`src/rtl/fetch_unit_if.sv`:
```
// rtl/fetch_unit_if.sv - fetch stage bundle: decoder redirect/stall inputs, ROM port, instruction output
interface fetch_unit_if #(
    parameter int ADDR_W = 10
) ();
    logic              wStall;
    logic              wBranchTaken;
    logic              wJumpTaken;
    logic [ADDR_W-1:0] wBranchDir;
    logic [15:0]       wRomData;
    logic [ADDR_W-1:0] oRomAddr;
    logic [15:0]       oInstruction;
    logic              oInstrValid;
    logic [ADDR_W-1:0] oPC;

    // Fetch unit side
    modport master (
        input  wStall, wBranchTaken, wJumpTaken, wBranchDir, wRomData,
        output oRomAddr, oInstruction, oInstrValid, oPC
    );

    // Decoder / ROM side
    modport slave (
        output wStall, wBranchTaken, wJumpTaken, wBranchDir, wRomData,
        input  oRomAddr, oInstruction, oInstrValid, oPC
    );
endinterface

```
`src/rtl/fetch_unit.sv`:
```
// rtl/fetch_unit.sv - instruction fetch stage with redirect flush and one-entry stall skid; optional FETCH_REL_BRANCH_EN
module fetch_unit #(
    parameter int                ADDR_W   = 10,
    parameter logic [15:0]       NOP      = 16'h0000,
    parameter logic [ADDR_W-1:0] RESET_PC = '0
) (
    input  logic         Clock,
    input  logic         Reset,
    fetch_unit_if.master bus
);
    typedef enum logic [1:0] {ST_START, ST_RUN, ST_FLUSH} state_t;

    state_t            r_state, w_state_next;
    logic [ADDR_W-1:0] r_pc, w_pc_next;
    logic [15:0]       r_instr, w_instr_next;
    logic              r_valid, w_valid_next;
    logic [ADDR_W-1:0] r_opc, w_opc_next;
    logic              r_skid_valid, w_skid_valid_next;
    logic [15:0]       r_skid_data, w_skid_data_next;
    logic [ADDR_W-1:0] r_skid_addr, w_skid_addr_next;

    logic [ADDR_W-1:0] w_data_addr;
    logic [ADDR_W-1:0] w_branch_target;
    logic [ADDR_W-1:0] w_target;
    logic              w_redirect;

    // In RUN the ROM data on the input belongs to the address issued last cycle
    assign w_data_addr = r_pc - 1'b1;
    assign w_redirect  = bus.wJumpTaken | bus.wBranchTaken;

`ifdef FETCH_REL_BRANCH_EN
    // The delay slot is on the output, so oPC is branch address + 1
    assign w_branch_target = r_opc + {{(ADDR_W-7){bus.wBranchDir[6]}}, bus.wBranchDir[6:0]};
`else
    assign w_branch_target = bus.wBranchDir;
`endif

    assign w_target = bus.wJumpTaken ? bus.wBranchDir : w_branch_target;

    assign bus.oRomAddr     = r_pc;
    assign bus.oInstruction = r_instr;
    assign bus.oInstrValid  = r_valid;
    assign bus.oPC          = r_opc;

    // Register state, PC, output stage and skid entry
    always_ff @(posedge Clock) begin
        if (!Reset) begin
            r_state      <= ST_START;
            r_pc         <= RESET_PC;
            r_instr      <= NOP;
            r_valid      <= 1'b0;
            r_opc        <= '0;
            r_skid_valid <= 1'b0;
            r_skid_data  <= NOP;
            r_skid_addr  <= '0;
        end else begin
            r_state      <= w_state_next;
            r_pc         <= w_pc_next;
            r_instr      <= w_instr_next;
            r_valid      <= w_valid_next;
            r_opc        <= w_opc_next;
            r_skid_valid <= w_skid_valid_next;
            r_skid_data  <= w_skid_data_next;
            r_skid_addr  <= w_skid_addr_next;
        end
    end

    // Next-state and datapath selection; redirect outranks stall
    always_comb begin
        w_state_next      = r_state;
        w_pc_next         = r_pc;
        w_instr_next      = r_instr;
        w_valid_next      = r_valid;
        w_opc_next        = r_opc;
        w_skid_valid_next = r_skid_valid;
        w_skid_data_next  = r_skid_data;
        w_skid_addr_next  = r_skid_addr;
        case (r_state)
            ST_START: begin
                w_pc_next    = r_pc + 1'b1;
                w_instr_next = NOP;
                w_valid_next = 1'b0;
                w_state_next = ST_RUN;
            end
            ST_RUN: begin
                if (w_redirect) begin
                    w_pc_next         = w_target;
                    w_instr_next      = NOP;
                    w_valid_next      = 1'b0;
                    w_skid_valid_next = 1'b0;
                    w_state_next      = ST_FLUSH;
                end else if (bus.wStall) begin
                    // Capture only on the first stall edge; the ROM keeps re-reading the same address
                    if (!r_skid_valid) begin
                        w_skid_valid_next = 1'b1;
                        w_skid_data_next  = bus.wRomData;
                        w_skid_addr_next  = w_data_addr;
                    end
                end else begin
                    w_instr_next      = r_skid_valid ? r_skid_data : bus.wRomData;
                    w_opc_next        = r_skid_valid ? r_skid_addr : w_data_addr;
                    w_valid_next      = 1'b1;
                    w_pc_next         = r_pc + 1'b1;
                    w_skid_valid_next = 1'b0;
                end
            end
            ST_FLUSH: begin
                // ROM data is wrong-path and decoder flags are stale delay-slot decode
                w_instr_next = NOP;
                w_valid_next = 1'b0;
                w_pc_next    = r_pc + 1'b1;
                w_state_next = ST_RUN;
            end
            default: begin
                w_state_next = ST_START;
            end
        endcase
    end
endmodule

```
`src/flat_wrapper.sv`:
```
// flat-port wrapper written by rule: the top's interface ports become plain ports
module fetch_unit_flat 
#(
    parameter int                ADDR_W   = 10,
    parameter logic [15:0]       NOP      = 16'h0000,
    parameter logic [ADDR_W-1:0] RESET_PC = '0
)
  (Clock, Reset, bus_wStall, bus_wBranchTaken, bus_wJumpTaken, bus_wBranchDir, bus_wRomData, bus_oRomAddr, bus_oInstruction, bus_oInstrValid, bus_oPC);
  fetch_unit_if #(.ADDR_W(ADDR_W)) bus_i ();
  input  logic Clock;
  input  logic Reset;
  input wire logic [$bits(bus_i.wStall)-1:0] bus_wStall;
  input wire logic [$bits(bus_i.wBranchTaken)-1:0] bus_wBranchTaken;
  input wire logic [$bits(bus_i.wJumpTaken)-1:0] bus_wJumpTaken;
  input wire logic [$bits(bus_i.wBranchDir)-1:0] bus_wBranchDir;
  input wire logic [$bits(bus_i.wRomData)-1:0] bus_wRomData;
  output wire logic [$bits(bus_i.oRomAddr)-1:0] bus_oRomAddr;
  output wire logic [$bits(bus_i.oInstruction)-1:0] bus_oInstruction;
  output wire logic [$bits(bus_i.oInstrValid)-1:0] bus_oInstrValid;
  output wire logic [$bits(bus_i.oPC)-1:0] bus_oPC;
  assign bus_i.wStall = bus_wStall;
  assign bus_i.wBranchTaken = bus_wBranchTaken;
  assign bus_i.wJumpTaken = bus_wJumpTaken;
  assign bus_i.wBranchDir = bus_wBranchDir;
  assign bus_i.wRomData = bus_wRomData;
  assign bus_oRomAddr = bus_i.oRomAddr;
  assign bus_oInstruction = bus_i.oInstruction;
  assign bus_oInstrValid = bus_i.oInstrValid;
  assign bus_oPC = bus_i.oPC;
  fetch_unit #(.ADDR_W(ADDR_W), .NOP(NOP), .RESET_PC(RESET_PC)) u_core (.Clock(Clock), .Reset(Reset), .bus(bus_i));
endmodule
```
`config.mk`:
```
export PLATFORM = sky130hd
export DESIGN_NAME = fetch_unit_flat
export DESIGN_NICKNAME = d
export VERILOG_FILES = /design/src/rtl/fetch_unit_if.sv /design/src/rtl/fetch_unit.sv /design/src/flat_wrapper.sv
export SDC_FILE = /design/constraint.sdc
export NUM_CORES = 1
export LEC_CHECK = 0
export BUFFER_PORTS_ARGS = -buffer_cell sky130_fd_sc_hd__buf_2
export CORE_MARGIN = 3
export CORE_UTILIZATION = 50
export CTS_CLUSTER_DIAMETER = 80
export DETAILED_ROUTE_END_ITERATION = 12
export PLACE_DENSITY = 0.75
export SLEW_MARGIN = 30
export SYNTH_ARGS = -nofsm -noshare
export SYNTH_HDL_FRONTEND = slang
export SYNTH_SLANG_ARGS = --single-unit
```
`constraint.sdc`:
```
create_clock -name Clock -period 2.2 [get_ports Clock]
set_clock_uncertainty 0.05 [all_clocks]
set_input_delay 0.44 -clock Clock [delete_from_list [all_inputs] [get_ports Clock]]
set_output_delay 0.44 -clock Clock [all_outputs]
set_load 0.03 [all_outputs]
```
# Yosys cells after proc, flatten, opt, wreduce, memory -nomap -nowiden

Index checks and enable logic that the tools add are counted.

Add/subtract/negate cells: 2
Eq/ne operators: 4
Muxes and demuxes: 15
Bitwise operators: 3
Reductions and logical operators: 6

Operator list:

| kind                                                  | count |
|---|---|
| 2-to-1 mux 16 bit                                     | 3 |
| case mux 16 bit (2 select lines)                      | 1 |
| 2-to-1 mux 10 bit                                     | 3 |
| case mux 10 bit (2 select lines)                      | 1 |
| adder 10 x 1 -> 10 bit, second input constant         | 1 |
| subtractor 10 x 1 -> 10 bit, second input constant    | 1 |
| AND reduction 3 bit                                   | 2 |
| 2-to-1 mux 1 bit                                      | 4 |
| case mux 2 bit (2 select lines)                       | 1 |
| inequality test 3 x 2 -> 1 bit, second input constant | 1 |
| equality test 2 x 1 -> 1 bit, second input constant   | 1 |
| equality test 2 bit, second input constant            | 1 |
| zero test 2 bit                                       | 1 |
| 2-to-1 mux 2 bit                                      | 1 |
| inequality test 2 x 1 -> 1 bit, second input constant | 1 |
| NOT 1 bit                                             | 2 |
| case mux 1 bit (2 select lines)                       | 1 |
| AND reduction 2 bit                                   | 1 |
| nonzero test 2 bit                                    | 1 |
| OR reduction 2 bit                                    | 1 |
| bitwise OR 1 bit                                      | 1 |

Register bits after elaboration: 66
Input bits: 31
Output and inout bits: 37
Logic and storage cells: 38

# Logic depth before layout (Yosys ltp)

Depth in word-level cells: 4
Mapped depth: 7
Depth with buffers taken out: 6

# Least setup slack after synthesis

No wires, ideal clock.

Path kind: register -> register
From: reg u_core.r_pc[4], in the netlist u_core.bus.oRomAddr[4]
To: reg u_core.r_pc[9], in the netlist u_core.bus.oRomAddr[9]
Setup time: 0.074 ns
Arrival time: 1.902 ns
Required time: 2.076 ns
Setup slack: 0.174 ns
Cell stages (with the launch flop): 6
Buffers on the path: 1
Period minus slack after synthesis: 2.026 ns
Cell sequence: dfxtp_1 -> buf_2 -> nand3_1 -> or4_1 -> or4_1 -> a31oi_1

Word-level cells in the longest chain between the ends: 4

RTL lines:

| item                                 | line                                                   | text |
|---|---|---|
| from (decl)                          | fetch_unit.sv:14                                       | `logic [ADDR_W-1:0] r_pc, w_pc_next;` |
| from (signal assigned)               | fetch_unit.sv:58                                       | `r_pc <= w_pc_next;` |
| adder 10 x 1 -> 10 bit (*)           | fetch_unit.sv:80, fetch_unit.sv:103, fetch_unit.sv:111 |  |
| 2-to-1 mux 10 bit                    | fetch_unit.sv:92                                       | `end else if (bus.wStall) begin` |
| 2-to-1 mux 10 bit                    | fetch_unit.sv:86                                       | `if (w_redirect) begin` |
| case mux 10 bit (2 select lines) (*) | fetch_unit.sv:78                                       | `case (r_state)` |

Mark *: on every way between the ends. The rest lies on a longest branch, timed or not. The select of a mux whose other input is x is not followed.
A chain may end at the register's enable or synchronous reset.

# Final worst setup path

From: reg u_core.r_pc[1], in the netlist u_core.bus.oRomAddr[1]
To: reg u_core.r_pc[9], in the netlist u_core.bus.oRomAddr[9]

The elaborated chain is that of the path after synthesis.

==> impl_metrics.ini <==
[power]
ir_worst_vdd_mv = 0.505
powerDensity_nw_per_um2 = 697
p_total_mw = 2.58
p_leak_nw = 1.59

[synth]
synth_top_family_by_area = simple AND/OR/NAND/NOR gates
synth-simple-area-share_pct = 20.7
synthFlopType = dfxtp_1
synth_mux_area_share_pct = 11.7
post_synth_num_cell_types = 50
netlist_instances = 351
synth-seq-cells = 66
synthesis.nets = 384
ys_top_cells_by_area = dfxtp_1, mux2i_1, nor2_1
synth_edf_count = 0
synth_common_cells = dfxtp_1, nor2_1, nand2_1
yosysSeqAreaShare_pct = 42.5
synthAdderAreaFrac_pct = 0.805
synth.top_cell.area_share_pct = 42.5
synth_area_leader_cell = dfxtp_1
yosysWarnings = 0
netlist_area_um2 = 3110
async_flop_share_pct = 0
avgSynthCellArea_um2 = 8.86
synth_xor_area_share_pct = 0.845
yosysMostFrequentCell = dfxtp_1
synth-compound-area-share_pct = 18.5

[grt]
grt_usage_pct = 21.5
grt_pass1_wl_um = 12400
grt_pass1_vias = 2657
overflow = 0
grt_max_degree = 43
antenna_found_initial = 0

[clocking]
root_buffer = clkbuf_8
clk_latency_ns = 0.33
htreeDepth = 3
path_clk_slew_ns = 0.07
ctsResizeCount = 0
post_cts_buffers = 0
clockBufferDepth = 2
hold_buffers = 0
cts_tree = built
cts-buffers-inserted = 9
clkSinkCount = 66

[floorplanning]
rows = 28
start_util_pct = 52.2
die_x_um = 84.9
io_pins = 68
die_y_um = 84.9
core_region_area_um2 = 5960
die_area_um2 = 7200

[detailed_routing]
wl_um = 7460
first_iter_violations = 259
wl_per_cell_um = 15.0
ant_nets = 0
dr.pass1.iters = 4
drc = 0
vias_per_cell = 5.62
vias = 2797

[sta]
finalSetupTns_ns = 0
hold_viol_final = 0
slew_headroom_pct = 67.5
tightest_slew_ns = 0.488
max_freq_mhz = 515
finalCriticalPeriod_ns = 1.94
timing.final.crit_share_pct = 88.2
fin_ws_ns = 0.260
slew_viol_final = 0
setup_viol = 0
rsz0062_at_grt = false

[hold_path]
worstHoldPathCells = 3
hold_class = in2reg

[cells_and_area]
nets = 451
n_fill_cell = 546
area_growth_pct = 18.9
drive_above_1_share_pct = 26.5
stdcell_area_um2 = 3700
diodes = 0

[placement]
routabilityCongestion = 0.897
postPlaceCellArea_um2 = 3530
dp_hpwl_um = 5270
io_buffers = 67
place_ws_ns = 0.262

[setup_path]
path_class = reg2reg
critPathArrivalTime_ns = 2.15
max_stage_delay_ns = 0.56
cp-start-kind = flop
critPathRequiredTime_ns = 2.41
timing.critical_path.mode_cell = or4_1
endpoint_kind = flop
reg2regPathDepth = 4
crit_path_max_fanout = 10
path_cells = nand2_1 -> or4_1 -> or4_1 -> a31oi_1
crit_slowest_cell = or4_1

[outcome]
status = completed

[flow_run]
maxCapViolations = 0
==> layout by cell type, fill, tap and decap left out, types with 2 or more instances in the layout <==
cell / instances
a211oi_1: 7
a21oi_1: 20
a22oi_1: 11
a31oi_1: 2
a32o_1: 3
and2_1: 8
and3_1: 2
buf_2: 67
buf_4: 15
clkbuf_1: 4
clkbuf_8: 10
dfxtp_1: 66
ha_1: 2
inv_1: 4
mux2_2: 11
mux2i_1: 24
nand2_1: 28
nand2b_1: 4
nand3_1: 9
nand3b_1: 2
nand4_1: 3
nor2_1: 44
nor2b_1: 3
nor3_1: 6
nor3b_1: 3
nor4_2: 2
o21a_1: 5
o21ai_0: 19
o21ai_1: 4
o22ai_1: 2
o2bb2ai_1: 5
or3_1: 3
or4_1: 4
xor2_1: 2
==> layer usage <==
layer | share of wire [%] | GRT usage, % | wire length, um | vias to the layer above
met1 | 44 | 27.0 | 3290 | 1308
met4 | 0.99 | 6.91 | 74 | 0
met3 | 6.5 | 6.50 | 487 | 7
li1 | - | - | - | 1404
met5 | 0 | 0 | 0 | -
met2 | 48 | 35.3 | 3610 | 78
==> cells by family after synthesis <==
group,count (synthesis)
flops,66
fa+ha+maj,2
mux,35
simple gates,126
buf+inv,31
compound gates,88
xor+xnor,3
==> final timing paths <==
check | to | slack (ns) | from
worst min register to register | u_core.bus.oInstruction[10] | 0.40 | u_core.bus.oInstruction[10]
worst max-delay path | u_core.bus.oRomAddr[9] | 0.26 | u_core.bus.oRomAddr[1]
worst max register to register | u_core.bus.oRomAddr[9] | 0.26 | u_core.bus.oRomAddr[1]
worst min-delay path | u_core.r_skid_data[6] | 0.30 | bus_wRomData[6]
==> where the power goes <==
| group | switching, mW | internal [mW] | leakage [nW] |
|---|---|---|---|
| logic | 0.242 | 0.177 | 0.978 |
| registers | 0.0497 | 1.23 | 0.535 |
| clock network | 0.439 | 0.440 | 0.0807 |
| total | 0.730 | 1.85 | 1.59 |
==> worst max-delay path, delay by kind of cell (launching register included) <==
family	cells	cell delay (ns)
DFF	1	0.51
AOI/OAI and AO/OA	1	0.18
and+or+nand+nor	3	1.14
==> final cells by class <==
| type | instances | area (um^2) | area share [%] |
|---|---|---|---|
| inverters | 4 | 15.0 | 0.406 |
| well taps | 75 | 93.8 | 2.54 |
| clock buffers | 14 | 153 | 4.13 |
| clock inverters | 2 | 12.5 | 0.338 |
| flip-flops and latches | 66 | 1320 | 35.7 |
| repair buffers | 83 | 468 | 12.7 |
| multi-input cells | 254 | 1640 | 44.2 |
==> registers in the layout (all words and copies together) (netlist names) <==
name / count
u_core.r_state: 2
u_core.r_skid_data: 16
u_core.bus.oRomAddr: 10
u_core.bus.oPC: 10
u_core.bus.oInstrValid: 1
u_core.r_skid_valid: 1
u_core.r_skid_addr: 10
u_core.bus.oInstruction: 16
==> through the flow <==
stage	hold slack (ns)	cells	utilization, %
after floorplan	0.386	351	-
after global placement	0.394	482	59.3
after detailed placement	0.397	482	59.3
after CTS	0.291	498	62.1
after global routing	0.307	498	62.1
final	0.301	498	62.1
(Power assumes the default switching activity.)
